### config.mk
export PLATFORM = sky130hd
export DESIGN_NAME = tpu_tile_sequencer
export DESIGN_NICKNAME = d
export VERILOG_FILES = /design/src/rtl/tpu_tile_sequencer.sv
export SDC_FILE = /design/constraint.sdc
export NUM_CORES = 1
export LEC_CHECK = 0
export CAP_MARGIN = 20
export CORE_MARGIN = 2
export CORE_UTILIZATION = 35
export CTS_BUF_LIST = sky130_fd_sc_hd__clkbuf_8
export CTS_CLUSTER_SIZE = 10
export DETAILED_ROUTE_END_ITERATION = 10
export HOLD_SLACK_MARGIN = 0.1
export PLACE_DENSITY_LB_ADDON = 0.05
export REMOVE_ABC_BUFFERS = 1
export SLEW_MARGIN = 20
export SYNTH_ARGS = -nofsm -noshare
export SYNTH_HDL_FRONTEND = slang
export SYNTH_SLANG_ARGS = --single-unit
### constraint.sdc
create_clock -name clk -period 2.5 [get_ports clk]
set_clock_uncertainty 0.05 [all_clocks]
set_input_delay 0.5 -clock clk [delete_from_list [all_inputs] [get_ports clk]]
set_output_delay 0.5 -clock clk [all_outputs]
set_load 0.01 [all_outputs]
### src/rtl/tpu_tile_sequencer.sv
// Tile sequencer: weight FIFO pop, array weight reload, UB streaming and result write addressing.
// Optional cycle counter output perf_cycles enabled by defining TPU_SEQ_PERF_EN.
module tpu_tile_sequencer #(
  parameter int ADDRESSSIZE = 10,
  parameter int NUM_PE_ROWS = 8,
  parameter int PIPE_LAT    = 24
) (
  input  logic                   clk,
  input  logic                   rst,
  input  logic                   start,
  input  logic                   abort,
  input  logic [ADDRESSSIZE-1:0] num_vec,
  input  logic [ADDRESSSIZE-1:0] in_base,
  input  logic [ADDRESSSIZE-1:0] out_base,
  input  logic                   fifo_empty,
  output logic                   fifo_read_en,
  output logic                   we_rl,
  output logic                   ub_rd,
  output logic [ADDRESSSIZE-1:0] ub_addr,
  output logic                   res_we,
  output logic [ADDRESSSIZE-1:0] res_addr,
  output logic                   busy,
`ifdef TPU_SEQ_PERF_EN
  output logic [15:0]            perf_cycles,
`endif
  output logic                   done
);

  typedef enum logic [2:0] {
    IDLE   = 3'd0,
    WAIT_W = 3'd1,
    RELOAD = 3'd2,
    STREAM = 3'd3,
    DRAIN  = 3'd4,
    DONE   = 3'd5
  } state_t;

  localparam logic [ADDRESSSIZE-1:0] RELOAD_LAST = ADDRESSSIZE'(NUM_PE_ROWS - 1);

  state_t                 state_q, state_d;
  logic [ADDRESSSIZE-1:0] cnt_q, cnt_d;
  logic [ADDRESSSIZE-1:0] num_vec_q, num_vec_d;
  logic [ADDRESSSIZE-1:0] in_base_q, in_base_d;
  logic [ADDRESSSIZE-1:0] out_base_q, out_base_d;
  logic [ADDRESSSIZE-1:0] res_cnt_q, res_cnt_d;
  logic [PIPE_LAT-1:0]    dl_q, dl_d;
  logic                   fifo_read_en_q, fifo_read_en_d;
  logic                   we_rl_q, we_rl_d;
  logic                   ub_rd_q, ub_rd_d;
  logic [ADDRESSSIZE-1:0] ub_addr_q, ub_addr_d;
  logic                   res_we_q, res_we_d;
  logic [ADDRESSSIZE-1:0] res_addr_q, res_addr_d;
  logic                   busy_q, busy_d;
  logic                   done_q, done_d;
`ifdef TPU_SEQ_PERF_EN
  logic [15:0]            perf_q, perf_d;
`endif

  always_comb begin
    state_d        = state_q;
    cnt_d          = cnt_q;
    num_vec_d      = num_vec_q;
    in_base_d      = in_base_q;
    out_base_d     = out_base_q;
    res_cnt_d      = res_cnt_q;
    fifo_read_en_d = 1'b0;
    we_rl_d        = 1'b0;
    ub_rd_d        = 1'b0;
    ub_addr_d      = ub_addr_q;
    res_addr_d     = res_addr_q;
    busy_d         = (state_q != IDLE);
    done_d         = 1'b0;

    // The last delay-line stage is the registered result write strobe.
    res_we_d = dl_q[PIPE_LAT-1];
    if (res_we_d) begin
      res_addr_d = out_base_q + res_cnt_q;
      res_cnt_d  = res_cnt_q + 1'b1;
    end

    case (state_q)
      IDLE: begin
        if (start) begin
          num_vec_d  = num_vec;
          in_base_d  = in_base;
          out_base_d = out_base;
          cnt_d      = '0;
          res_cnt_d  = '0;
          // An empty tile passes through an empty DRAIN, so done lands two cycles after start.
          state_d    = (num_vec == '0) ? DRAIN : WAIT_W;
        end
      end
      WAIT_W: begin
        if (!fifo_empty) begin
          fifo_read_en_d = 1'b1;
          state_d        = RELOAD;
        end
      end
      RELOAD: begin
        we_rl_d = 1'b1;
        if (cnt_q == RELOAD_LAST) begin
          cnt_d   = '0;
          state_d = STREAM;
        end else begin
          cnt_d = cnt_q + 1'b1;
        end
      end
      STREAM: begin
        ub_rd_d   = 1'b1;
        ub_addr_d = in_base_q + cnt_q;
        if (cnt_q == num_vec_q - 1'b1) begin
          cnt_d   = '0;
          state_d = DRAIN;
        end else begin
          cnt_d = cnt_q + 1'b1;
        end
      end
      DRAIN: begin
        if (dl_q[PIPE_LAT-2:0] == '0) state_d = DONE;
      end
      DONE: begin
        done_d  = 1'b1;
        state_d = IDLE;
      end
      default: state_d = IDLE;
    endcase

    dl_d = {dl_q[PIPE_LAT-2:0], ub_rd_d};

    if (abort) begin
      state_d        = IDLE;
      num_vec_d      = num_vec_q;
      in_base_d      = in_base_q;
      out_base_d     = out_base_q;
      fifo_read_en_d = 1'b0;
      we_rl_d        = 1'b0;
      ub_rd_d        = 1'b0;
      ub_addr_d      = ub_addr_q;
      res_we_d       = 1'b0;
      res_addr_d     = res_addr_q;
      busy_d         = 1'b0;
      done_d         = 1'b0;
      dl_d           = '0;
    end
  end

`ifdef TPU_SEQ_PERF_EN
  always_comb begin
    perf_d = perf_q;
    if (state_q == IDLE && start && !abort) begin
      perf_d = '0;
    end else if ((state_q != IDLE || busy_q) && perf_q != 16'hFFFF) begin
      perf_d = perf_q + 16'd1;
    end
  end
`endif

  always_ff @(posedge clk) begin
    if (rst) begin
      state_q        <= IDLE;
      cnt_q          <= '0;
      num_vec_q      <= '0;
      in_base_q      <= '0;
      out_base_q     <= '0;
      res_cnt_q      <= '0;
      dl_q           <= '0;
      fifo_read_en_q <= 1'b0;
      we_rl_q        <= 1'b0;
      ub_rd_q        <= 1'b0;
      ub_addr_q      <= '0;
      res_we_q       <= 1'b0;
      res_addr_q     <= '0;
      busy_q         <= 1'b0;
      done_q         <= 1'b0;
`ifdef TPU_SEQ_PERF_EN
      perf_q         <= '0;
`endif
    end else begin
      state_q        <= state_d;
      cnt_q          <= cnt_d;
      num_vec_q      <= num_vec_d;
      in_base_q      <= in_base_d;
      out_base_q     <= out_base_d;
      res_cnt_q      <= res_cnt_d;
      dl_q           <= dl_d;
      fifo_read_en_q <= fifo_read_en_d;
      we_rl_q        <= we_rl_d;
      ub_rd_q        <= ub_rd_d;
      ub_addr_q      <= ub_addr_d;
      res_we_q       <= res_we_d;
      res_addr_q     <= res_addr_d;
      busy_q         <= busy_d;
      done_q         <= done_d;
`ifdef TPU_SEQ_PERF_EN
      perf_q         <= perf_d;
`endif
    end
  end

  assign fifo_read_en = fifo_read_en_q;
  assign we_rl        = we_rl_q;
  assign ub_rd        = ub_rd_q;
  assign ub_addr      = ub_addr_q;
  assign res_we       = res_we_q;
  assign res_addr     = res_addr_q;
  assign busy         = busy_q;
  assign done         = done_q;
`ifdef TPU_SEQ_PERF_EN
  assign perf_cycles  = perf_q;
`endif

endmodule

=== Word level (Yosys, flattened, before mapping) ===
Index checks and enable logic that the tools add are counted.

* Logic and storage cells: 64
* RAM bits: 0
* Output and inout bits: 26
* Bits of input ports: 35
* Flip-flop bits (word level): 103
* ROM bits: 0
* Memories kept: 0
* Latch bits: 0

* Multipliers: 0
* Magnitude comparators: 0
* Mux-type cells: 18
* Shift-type cells: 0
* Add/subtract/negate cells: 5
* Bitwise gates (word level): 2
* Div/mod/pow operators: 0
* Reductions and logical operators: 12
* Eq/ne operators: 12

{| class="wikitable"
|+ Operators by type and width
! kind !! count
|-
| $mux W10 || 6
|-
| $pmux W10 S3 || 1
|-
| $logic_not A23 Y1 || 1
|-
| $add A10 B1 Y10 const B || 2
|-
| $add A10 B10 Y10 || 2
|-
| $mux W3 || 6
|-
| $pmux W3 S5 || 1
|-
| $eq A10 B10 Y1 || 1
|-
| $eq A10 B3 Y1 const B || 1
|-
| $logic_not A10 Y1 || 1
|-
| $ne A2 B2 Y1 const B || 5
|-
| $sub A10 B1 Y10 const B || 1
|-
| $eq A3 B2 Y1 const B || 2
|-
| $eq A3 B3 Y1 const B || 2
|-
| $reduce_and A2 Y1 || 3
|-
| $reduce_bool A3 Y1 || 2
|-
| $reduce_and A5 Y1 || 1
|-
| $mux W1 || 4
|-
| $eq A3 B1 Y1 const B || 1
|-
| $logic_not A3 Y1 || 1
|-
| $reduce_and A3 Y1 || 1
|-
| $reduce_or A3 Y1 || 1
|-
| $not A1 Y1 || 2
|-
| $reduce_or A2 Y1 || 1
|}

=== Longest topological paths before layout ===
* Word-level depth: 4
* Depth in mapped cells: 10
* Mapped depth without buffers: 10

=== Worst setup path after synthesis ===
No wires, ideal clock.

* Path kind: reg-to-reg
* From: register num_vec_q[0]
* To: register cnt_q[9]
* Stages on the path, launching flop included: 9
* Path slack: -0.044 ns
* Required time: 2.328 ns
* Library setup time: 0.122 ns
* Period minus slack after synthesis: 2.544 ns
* Arrival: 2.372 ns
* Path buffers: 1
* Cell sequence: dfxtp_1 -> inv_1 -> ha_1 -> or4b_1 -> or4_1 -> o211ai_1 -> a31oi_4 -> buf_6 -> a221o_1

* Longest elaborated chain between the ends: 4

{| class="wikitable"
|+ Ends and longest elaborated chain
! item !! RTL line !! text
|-
| start, declared || 42 || <nowiki>logic [ADDRESSSIZE-1:0] num_vec_q, num_vec_d;</nowiki>
|-
| start signal, assigned || 181 || <nowiki>num_vec_q <= num_vec_d;</nowiki>
|-
| $sub A10 B1 Y10 || 111 || <nowiki>if (cnt_q == num_vec_q - 1'b1) begin</nowiki>
|-
| $eq A10 B10 Y1 || 111 ||
|-
| $mux W10 || 111 ||
|-
| $pmux W10 S3 || 81 || <nowiki>case (state_q)</nowiki>
|-
| end signal, assigned || 180 || <nowiki>cnt_q <= cnt_d;</nowiki>
|-
| end, declared || 41 || <nowiki>logic [ADDRESSSIZE-1:0] cnt_q, cnt_d;</nowiki>
|}

No other way between the ends.
A chain may end at the register's enable or synchronous reset.

=== Worst setup path after layout ===
* From: register num_vec_q[1]
* To: register cnt_q[9]

The elaborated chain is that of the path after synthesis.

==> metrics.cfg <==
[outcome]
status = finished with violations
failed_checks = setup timing

[routing]
dr_wl_met3_um = 539
drtIter0Drc = 172
first_pass_iters = 5
wl_met2_um = 4960
ant_nets = 0
drc_errors = 0
vias_per_cell = 4.92
highest_layer = met4
wl_met1_um = 5860
drt_wl_total_um = 11500
vias = 4120
wl_per_cell_um = 13.8

[sta]
setup_viol = 5
holdWs_ns = 0.409
setup_slack_ns = -0.0743
period_minus_slack_ns = 2.57
setup_tns_ns = -0.104
final_max_slew_viol_count = 0
min_period_over_period = 1.03
rsz0062_at_grt = true
worst_slew_pin_slew_ns = 0.508
relSlewSlack = 0.661
max_freq_mhz = 388
finalHoldViolations = 0

[cts]
cts_tree = done
worstSkewPairLatency_ns = 0.40
htree_num_levels = 3
path_clk_slew_ns = 0.10
cts_root_buf = clkbuf_8
cts_sinks = 102
cts.path.max_buffers = 2
cts-buffers-inserted = 9

[global_route]
grt_pass1_vias = 4002
grt_start_max_net_pins = 35
antenna_found_initial = 0
grtUsageTotal = 0.168
grt_overflow = 0
grt_pass1_wl_um = 19400

[setup_path]
r2r-end = cnt_q[9]$_SDFFE_PP0P_
r2r_cells = 10
path_max_fanout = 3
crit_required_ns = 2.74
crit_path_start = num_vec_q[1]$_SDFFE_PP0P_
endpoint_kind = flop
r2r-start = num_vec_q[1]$_SDFFE_PP0P_
worstSetupPathType = flop to flop
r2r_slack_ns = -0.07
start_kind = flop
crit_path_end = cnt_q[9]$_SDFFE_PP0P_
worst_ep_arrival_time_ns = 2.81

[placement]
portBuffers = 60
gp_congestion = 0.844
dp_hpwl_um = 8350
placed_cells = 814
dp_slack_ns = -0.147

[final_layout]
drive_gt1_frac = 0.133
final_nets = 714
fin_cells = 837
synthToLayoutAreaGrowth_pct = 27.7
n_antenna_cell = 0

[power_and_ir_drop]
clkPwrFrac = 0.361
switchingPower_uw = 806
power.leakage_uw = 0.00236
vdd_drop_max_mv = 0.410
internal_power_uw = 2340
powerDensity_nw_per_um2 = 511
p_sw_frac = 0.256
seqPwrFrac = 0.532
pwr-share-comb = 0.107

[floorplan]
fp-row-count = 42
core_area_um2 = 13300
die-area_um2 = 14700
chipWidth_um = 121
die_y_um = 121
start_util = 0.362
ios = 61

[synth]
synthCells = 580
synth_top_cell_by_area = dfxtp_1
synth-main-ff-cell = dfxtp_1
synth_common_cells = dfxtp_1 (102), nand2_1 (98), a21oi_1 (50), nor2_1 (46), and2_1 (23)
synth.most_common_cell = dfxtp_1
ys_warn_count = 0
yosysTopAreaCellShare = 0.423
synthTopCellsByArea = dfxtp_1 (42%), nand2_1 (7.6%), ha_1 (5.4%)
synth_edf_count = 0
async_flop_share = 0
synth-seq-cells = 102
syn_area_um2 = 4830
syn-mean-instance-area_um2 = 8.32
synth_cell_types = 49
ys_seq_area_frac = 0.423

[hold_path]
min_path_cells = 2
hold_class = flop to flop

[run]
maxCapViolCount = 0

[registers in the layout, indices dropped and copies added, names as in the netlist, 3 cells and up]
signal	cells
dl_q	24
cnt_q	10
in_base_q	10
num_vec_q	10
out_base_q	10
res_addr	10
res_cnt_q	10
ub_addr	10
state_q	3
[critical path, cell delays in order, from the launching register on]
cell and delay [ns]:
dfxtp_2 0.34, inv_2 0.07, ha_4 0.13, or4b_4 0.46
or4_4 0.45, o211ai_1 0.19, buf_4 0.16, a31oi_4 0.09
buf_6 0.14, and3_1 0.15, a221o_1 0.25
[through the flow]
stage | total power, uW | area, um^2 | utilization
after floorplan | 1860 | 4700 | -
after global placement | 2010 | 5760 | 0.431
after detailed placement | 2010 | 5760 | 0.431
after CTS | 3190 | 6110 | 0.457
after global routing | 3300 | 6160 | 0.462
final | 3150 | 6160 | 0.462
[placed cells by master, fill, tap and decap left out, types with 5 or more instances in the layout]
| cell type | count |
|---|---|
| nor2b_1 | 9 |
| clkdlybuf4s50_1 | 59 |
| nor4_1 | 9 |
| nor2_1 | 45 |
| a211oi_1 | 6 |
| nand2_1 | 97 |
| and2_1 | 23 |
| ha_1 | 20 |
| buf_4 | 31 |
| a21oi_1 | 47 |
| a31oi_1 | 5 |
| nand2b_1 | 11 |
| xor2_1 | 14 |
| nand3_1 | 13 |
| nor3_1 | 12 |
| inv_1 | 15 |
| o21ai_0 | 14 |
| dfxtp_1 | 99 |
| clkbuf_8 | 11 |
| xnor2_1 | 18 |
| and3_1 | 8 |
[routing by layer]
metal	vias up	global-route usage
met5	-	0
met4	0	0.0496
met3	11	0.0479
met2	88	0.257
met1	1879	0.229
li1	2142	-
[how the worst min path moves through the flow]
stage | startpoint | end | slack [ns]
finish | ub_addr[3]$_SDFFE_PP0P_ | ub_addr[3]$_SDFFE_PP0P_ | 0.41
global route | ub_addr[3]$_SDFFE_PP0P_ | ub_addr[3]$_SDFFE_PP0P_ | 0.42
CTS | ub_addr[3]$_SDFFE_PP0P_ | ub_addr[3]$_SDFFE_PP0P_ | 0.41
detailed placement | dl_q[14]$_SDFF_PP0_ | dl_q[15]$_SDFF_PP0_ | 0.39
global placement | dl_q[6]$_SDFF_PP0_ | dl_q[7]$_SDFF_PP0_ | 0.39
floorplan | dl_q[10]$_SDFF_PP0_ | dl_q[11]$_SDFF_PP0_ | 0.38
[cells by family (layout without fill, tap and decap cells)]
family | count (synthesis) | after routing | share of synthesized area
simple gates | 261 | 261 | 0.264
compound gates | 112 | 112 | 0.148
flops | 102 | 102 | 0.423
buf+inv | 48 | 129 | 0.0402
xor+xnor | 32 | 32 | 0.0581
fa+ha+maj | 23 | 23 | 0.0627
mux | 2 | 2 | 0.00415
[area by class of cell]
class | count | area (um^2)
clock buffer | 11 | 151
clock inverter | 5 | 63.8
fill | 1341 | 7190
inverter | 17 | 63.8
multi-input combinational | 430 | 2720
sequential | 102 | 2050
tap | 176 | 220
timing repair buffer | 96 | 902
[power by group through the flow]
stage               Clock [uW]  Combinational [uW]  Sequential [uW]
CTS                       1190                 327             1680
finish                    1140                 337             1680
global placement             0                 293             1710
global route              1250                 372             1680
floorplan                    0                 150             1710
detailed placement           0                 296             1710
[repair_timing]
item	in CTS	in global routing
buffers inserted	7	1
pin swaps	8	6
setup endpoints to repair	10	17
hold endpoints to repair	0	0
hold buffers	0	0
resized for setup	20	17
gates cloned	0	0
(Power assumes the default switching activity.)
